$ cat config.mk
export PLATFORM = sky130hd
export DESIGN_NAME = gb_irq_ctrl
export DESIGN_NICKNAME = d
export VERILOG_FILES = /design/src/rtl/gb_irq_ctrl.sv
export SDC_FILE = /design/constraint.sdc
export NUM_CORES = 1
export LEC_CHECK = 0
export BUFFER_PORTS_ARGS = -buffer_cell sky130_fd_sc_hd__buf_2
export CAP_MARGIN = 20
export CORE_MARGIN = 1
export CORE_UTILIZATION = 30
export CTS_BUF_LIST = sky130_fd_sc_hd__clkbuf_4
export DETAILED_ROUTE_END_ITERATION = 16
export PLACE_DENSITY_LB_ADDON = 0.2
export SYNTH_ARGS = -nofsm -noshare
export SYNTH_HDL_FRONTEND = slang
export SYNTH_SLANG_ARGS = --single-unit
$ cat constraint.sdc
create_clock -name clk -period 1.6 [get_ports clk]
set_input_delay 0.4 -clock clk [delete_from_list [all_inputs] [get_ports clk]]
set_output_delay 0.4 -clock clk [all_outputs]
set_load 0.01 [all_outputs]
$ cat src/rtl/gb_irq_ctrl.sv
// gb_irq_ctrl: interrupt controller for the GB/GBC core.
//   Owns IF ($FF0F) and IE ($FFFF). Each source sets its IF bit either on a rising edge of a
//   level input or on a one-clock pulse. The controller drives the CPU INT_n line and supplies
//   the interrupt vector. The vector is latched when an ack starts, and that same latched index
//   picks the IF bit cleared when the ack ends, so the vector and the cleared bit always match.
// Ports:
//   clk      system clock, posedge only
//   reset    synchronous, active-high
//   irq_src  raw interrupt sources, bit 0 highest priority
//   sel_if   CPU address decodes to IF
//   sel_ie   CPU address decodes to IE
//   cpu_wr   CPU write strobe
//   cpu_di   CPU write data
//   cpu_do   read data, combinational while sel_if or sel_ie
//   irq_ack  CPU acknowledge cycle, level
//   irq_n    low while any enabled source is pending
//   irq_vec  vector for the current ack cycle
//   pending  IE & IF
module gb_irq_ctrl #(
  parameter int unsigned NUM_IRQ    = 5,
  parameter logic [7:0]  EDGE_MASK  = 8'h11,
  parameter logic [7:0]  VEC_BASE   = 8'h40,
  parameter logic [7:0]  VEC_STRIDE = 8'h08,
  parameter logic [7:0]  NONE_VEC   = 8'h55
) (
  input  logic               clk,
  input  logic               reset,
  input  logic [NUM_IRQ-1:0] irq_src,
  input  logic               sel_if,
  input  logic               sel_ie,
  input  logic               cpu_wr,
  input  logic [7:0]         cpu_di,
  output logic [7:0]         cpu_do,
  input  logic               irq_ack,
  output logic               irq_n,
  output logic [7:0]         irq_vec,
  output logic [NUM_IRQ-1:0] pending
);

  localparam int unsigned   IdxW    = 4;
  localparam logic [IdxW-1:0] IdxNone = IdxW'(NUM_IRQ);

  logic [NUM_IRQ-1:0] if_q, if_d;
  logic [NUM_IRQ-1:0] ie_q, ie_d;
  logic [NUM_IRQ-1:0] hist_q, hist_d;
  logic [NUM_IRQ-1:0] ev;
  logic [NUM_IRQ-1:0] ack_clr;
  logic [NUM_IRQ-1:0] if_wr_base;
  logic               ack_prev_q, ack_prev_d;
  logic               ack_rise, ack_fall;
  logic [IdxW-1:0]    ack_idx_q, ack_idx_d;
  logic [IdxW-1:0]    live_idx;
  logic [7:0]         rd_if, rd_ie;
  logic               unused_di;

  // Upper data bits are meaningless when fewer than 8 sources exist.
  assign unused_di = ^cpu_di;

  function automatic logic [7:0] vec_of(logic [IdxW-1:0] idx);
    logic [7:0] v;
    if (idx >= IdxNone) v = NONE_VEC;
    else                v = VEC_BASE + ({4'b0000, idx} * VEC_STRIDE);
    return v;
  endfunction

  always_comb begin
    pending = ie_q & if_q;
    irq_n   = ~|pending;
  end

  // Lowest-numbered pending source wins.
  always_comb begin
    live_idx = IdxNone;
    for (int i = int'(NUM_IRQ) - 1; i >= 0; i--) begin
      if (pending[i]) live_idx = IdxW'(i);
    end
  end

  assign ack_rise = irq_ack & ~ack_prev_q;
  assign ack_fall = ~irq_ack & ack_prev_q;

  always_comb begin
    ev      = '0;
    ack_clr = '0;
    for (int unsigned i = 0; i < NUM_IRQ; i++) begin
      ev[i]      = EDGE_MASK[i] ? (irq_src[i] & ~hist_q[i]) : irq_src[i];
      // ack_idx_q == IdxNone never matches a real source, so an empty ack clears nothing.
      ack_clr[i] = ack_fall & (ack_idx_q == IdxW'(i));
    end
  end

  // Later terms win: CPU write, then ack clear, then hardware events.
  always_comb begin
    if_wr_base = (sel_if & cpu_wr) ? cpu_di[NUM_IRQ-1:0] : if_q;
    if_d       = (if_wr_base & ~ack_clr) | ev;
    ie_d       = (sel_ie & cpu_wr) ? cpu_di[NUM_IRQ-1:0] : ie_q;
    hist_d     = irq_src;
    ack_prev_d = irq_ack;
    ack_idx_d  = ack_rise ? live_idx : ack_idx_q;
  end

  // Frozen vector after the first ack cycle; live encode otherwise.
  always_comb begin
    irq_vec = (irq_ack & ack_prev_q) ? vec_of(ack_idx_q) : vec_of(live_idx);
  end

  always_comb begin
    rd_if = 8'hFF;
    rd_ie = 8'h00;
    for (int unsigned i = 0; i < NUM_IRQ; i++) begin
      rd_if[i] = if_q[i];
      rd_ie[i] = ie_q[i];
    end
    if (sel_if)      cpu_do = rd_if;
    else if (sel_ie) cpu_do = rd_ie;
    else             cpu_do = 8'hFF;
  end

  always_ff @(posedge clk) begin
    if (reset) begin
      if_q       <= '0;
      ie_q       <= '0;
      // Load history so a level already high at release is not seen as an edge.
      hist_q     <= irq_src;
      ack_prev_q <= 1'b0;
      ack_idx_q  <= IdxNone;
    end else begin
      if_q       <= if_d;
      ie_q       <= ie_d;
      hist_q     <= hist_d;
      ack_prev_q <= ack_prev_d;
      ack_idx_q  <= ack_idx_d;
    end
  end

endmodule

-- After elaboration in Yosys (flattened, before gate mapping)
Index checks and enable logic that the tools add are counted.
- output and inout bits: 22
- register bits after elaboration: 20
- word-level logic and storage cells: 47
- add/sub/neg operators: 2
- bitwise logic cells: 20
- equality and inequality tests: 4
- magnitude comparators: 2
- reduce and logical (&&, ||, !) cells: 3
- muxes and demuxes: 11
- operators with widths (kind ; count):
    two-way mux 8 bit ; 5
    adder 7 x 7 -> 8 bit (first input constant) ; 2
    two-way mux 4 bit ; 4
    bitwise AND 1 bit ; 12
    bitwise AND 5 bit ; 2
    equality test 4 x 2 -> 1 bit (second input constant) ; 2
    >= comparator 4 x 3 -> 1 bit (second input constant) ; 2
    two-way mux 5 bit ; 1
    NOT 5 bit ; 1
    OR 5 bit ; 1
    OR reduction 5 bit ; 1
    equality test 4 x 1 -> 1 bit (second input constant) ; 1
    equality test 4 x 3 -> 1 bit (second input constant) ; 1
    zero test 4 bit ; 1
    NOT 1 bit ; 4
    zero test 1 bit ; 1
    two-way mux 1 bit ; 1

-- Depth between registers and ports, before layout
- depth in word-level cells: 9
- mapped depth: 4
- gate-level depth less buffers: 3

-- Worst setup path after synthesis
Ideal clock, no wire load.
- path type: reg-to-output
- from: register if_q[2]
- to: output port irq_vec[2]
- arrival time: 1.108 ns
- required time: 1.200 ns
- path slack: 0.092 ns
- cell stages (with the launch flop): 5
- path through: dfxtp_1 a22oi_1 nand2_1 o22ai_1 buf_4
- word-level cells in the longest chain between the ends: 7
- RTL lines (item ; RTL line ; text):
    start: declaration ; 43 ; logic [NUM_IRQ-1:0] if_q, if_d;
    start signal: assignment ; 128 ; if_q <= if_d;
    bitwise AND 5 bit ; 67 ; pending = ie_q & if_q;
    two-way mux 4 bit (3 in series) ; 75 ; if (pending[i]) live_idx = IdxW'(i);
    >= comparator 4 x 3 -> 1 bit ; 61 ; if (idx >= IdxNone) v = NONE_VEC;
    two-way mux 8 bit ; 61 ;
    two-way mux 8 bit ; 104 ; irq_vec = (irq_ack & ack_prev_q) ? vec_of(ack_idx_q) : vec_of(live_idx);
    end: declaration ; 36 ; output logic [7:0] irq_vec,
No other way between the ends.

-- Final worst setup path
- from: register ack_idx_q[1]
- to: output port irq_vec[5]
- word-level cells in the longest chain between the ends: 3
- elaborated cells between the ends (all ways): 4
- those cells by class: add/sub (1); order compare (1); mux (2)
- RTL lines (item ; RTL line ; text):
    start: declaration ; 51 ; logic [IdxW-1:0] ack_idx_q, ack_idx_d;
    start signal: assignment ; 126 ; ack_idx_q <= IdxNone;
    start signal: assignment ; 132 ; ack_idx_q <= ack_idx_d;
    adder 7 x 7 -> 8 bit / >= comparator 4 x 3 -> 1 bit (equally long branches) ; 62, 61 ;
    two-way mux 8 bit (*) ; 61 ;
    two-way mux 8 bit (*) ; 104 ;
Every way passes the cells marked *; elsewhere a longest branch is shown, timed or not.

==> flow_summary.toml <==
[setup_path]
critPathMaxStageDelay_ps = 410
cp_cell_sequence = "or3b_4 > nor2_4 > a41o_1 > buf_2"
cp_slowest_cell = "or3b_4"
cp.required_ps = 1200
reg2reg_slack_ps = 250
crit_path_max_fanout = 2
worst_setup_path_end_kind = "output pin"
reg2regPathDepth = 4
worst-path-buf-inv = 1
timing.rr.end = "if_q[0]"
cp-startpoint = "ack_idx_q[1]"
critPathLaunchType = "flop"
r2r_start = "ack_idx_q[2]"
cp_top_family = "simple AND/OR/NAND/NOR gates"
cp_num_cells = 4
endpoint = "irq_vec[5]"
worstPathArrival_ps = 1330
worst-setup-path-type = "flop to output pin"

[timing]
finClkSkew_ps = 0.640
rsz0062_at_grt = "yes"
hold_viol = 0
setup_violations = 5
setup_slack_ps = -135
min_period_ps = 1730
clock.fmax_mhz = 576
hold_ws_ps = 220
fin_tns_setup_ps = -413
drv_slew = 0
min_period_over_period_pct = 108

[final_layout]
fin_area_um2 = 1290
fin_nets = 182
layout_commonest_cell = "buf_2"
syn2layout_area_growth_pct = 37.2
fillCellCount = 313
n_antenna_cell = 0
drive_above_1_share_pct = 46.3
layout_common_cells = "buf_2, a21oi_1, nand2_1, inv_1"

[die]
num_rows = 19
ioPinCount = 41
start_util_pct = 32.9
core-area_um2 = 2850
fp.dieArea_um2 = 3360
die_x_um = 58.0
dieHeight_um = 58.0

[clock_network]
clock_latency_ps = 290
cts_sinks = 16
cts.clk_slew.worst_paths_ps = 100
clk_path_buf_depth = 2
cts-root-buf = "clkbuf_4"
cts_tree = "done"
ctsHoldBuffers = 0
cts_max_level = 1
numCtsBuffers = 3

[synth]
ys_seq_area_share_pct = 34.1
yosysWarnings = 0
synth_edf_count = 0
ys_ff_latch = 16
postSynth.asyncResetShare_pct = 0
netlist_instances = 125
netlist_area_um2 = 940
avgSynthCellArea_um2 = 7.52
yosysUniqueCellTypes = 30
ys.flop_type = "dfxtp_1"

[placed_design]
hpwlAfterDp_um = 1850
dp_slack_ps = 55.2
gp_congestion = 0.776
placed_area_um2 = 1130
portBuffers = 34

[power_and_ir_drop]
power.density_nw_per_um2 = 692
ir_worst_vdd_uv = 330
static-leakage-power_nw = 0.632
finalPower_mw = 0.892

[routing]
viasPerCell = 5.18
drc = 3
drtIter0Drc = 42
drtPass1Iterations = 10
vias = 999
wire_per_inst_um = 12.9
routed_wirelength_um = 2490
ant_nets = 0

[grt]
grt_pass1_wl_um = 4340
grt_pass1_vias = 899
antenna_found_initial = 0
grt_overflow = 0
grt_usage_pct = 16.9
grt_max_degree = 20

[status]
violations = "DRC, setup timing"
outcome = "finished, violations left"

[min_path]
hp-class = "input port to flop"

[flow_run]
max-cap-violations = 0
==> power by group <==
group          total, mW  internal [mW]  leakage [nW]  switching, mW
logic              0.224          0.103         0.480          0.121
registers          0.444          0.423         0.136         0.0210
clock network      0.225         0.0907        0.0154          0.134
total              0.892          0.616         0.632          0.276
==> kinds of logic (layout without fill, tap and decap cells) <==
logic type | count (synthesis) | count (layout) | synth area share [%]
AND/OR/NAND/NOR | 52 | 52 | 30.8
other | 2 | 3 | 0.799
flip-flops | 16 | 16 | 34.1
AO/OA/AOI/OAI | 35 | 35 | 23.6
buffers and inverters | 20 | 56 | 10.8
==> cells in the mapped netlist (4+ instances only) <==
| cell | count | share of area [%] |
|---|---|---|
| inv_1 | 9 | 3.6 |
| dfxtp_1 | 16 | 34 |
| and3_1 | 5 | 3.3 |
| buf_4 | 6 | 4.8 |
| nand2_1 | 16 | 6.4 |
| nand2b_1 | 5 | 3.3 |
| a21oi_1 | 17 | 9.1 |
| o22ai_1 | 4 | 2.7 |
| nand3_1 | 5 | 2.7 |
| nor2_1 | 5 | 2.0 |
| a211oi_1 | 4 | 3.2 |
| nor3b_1 | 5 | 4.0 |
==> worst min-delay path by stage <==
| stage | startpoint | to | cells past startpoint |
|---|---|---|---|
| after floorplan | irq_src[0] | hist_q[0] | 0 |
| after global placement | ie_q[4] | ie_q[4] | 2 |
| after detailed placement | ie_q[4] | ie_q[4] | 2 |
| after CTS | irq_src[4] | hist_q[4] | 1 |
| after global routing | irq_src[4] | hist_q[4] | 1 |
| final | irq_src[4] | hist_q[4] | 1 |
==> per-stage QoR <==
stage / utilization [%] / cells
2_1_floorplan: - / 126
6_report: 45.2 / 193
4_1_cts: 44.3 / 193
3_5_place_dp: 39.6 / 186
3_3_place_gp: 39.6 / 186
5_1_grt: 45.2 / 193
==> cell type report <==
cell class	instances	area (um^2)	area share (%)
well taps	31	38.8	3.01
clock buffers	3	22.5	1.75
flip-flops and latches	16	342	26.5
multi-input cells	90	607	47.1
repair buffers	43	241	18.7
inverters	9	33.8	2.62
clock inverters	1	3.75	0.291
==> routing by layer <==
metal  wire, um  GRT usage, %  part of all wire, %  vias to the layer above
met3        143          4.69                  5.7                        2
met2       1150          26.1                   46                       24
met5          0             0                    0                        -
met1       1180          23.7                   47                      470
met4         18          3.06                 0.72                        0
li1           -             -                    -                      503
==> registers in the layout (all words and copies together) (netlist names) <==
signal	flops
if_q	5
ack_prev_q	1
hist_q	2
ack_idx_q	3
ie_q	5
==> timing repair <==
item | CTS | global route
buffers inserted | 3 | 0
setup endpoints to repair | 6 | 8
pin swaps | 10 | 3
gates resized for setup | 29 | 7
hold endpoints to repair | 0 | 0
cloned | 0 | 0
(Power assumes the default switching activity.)
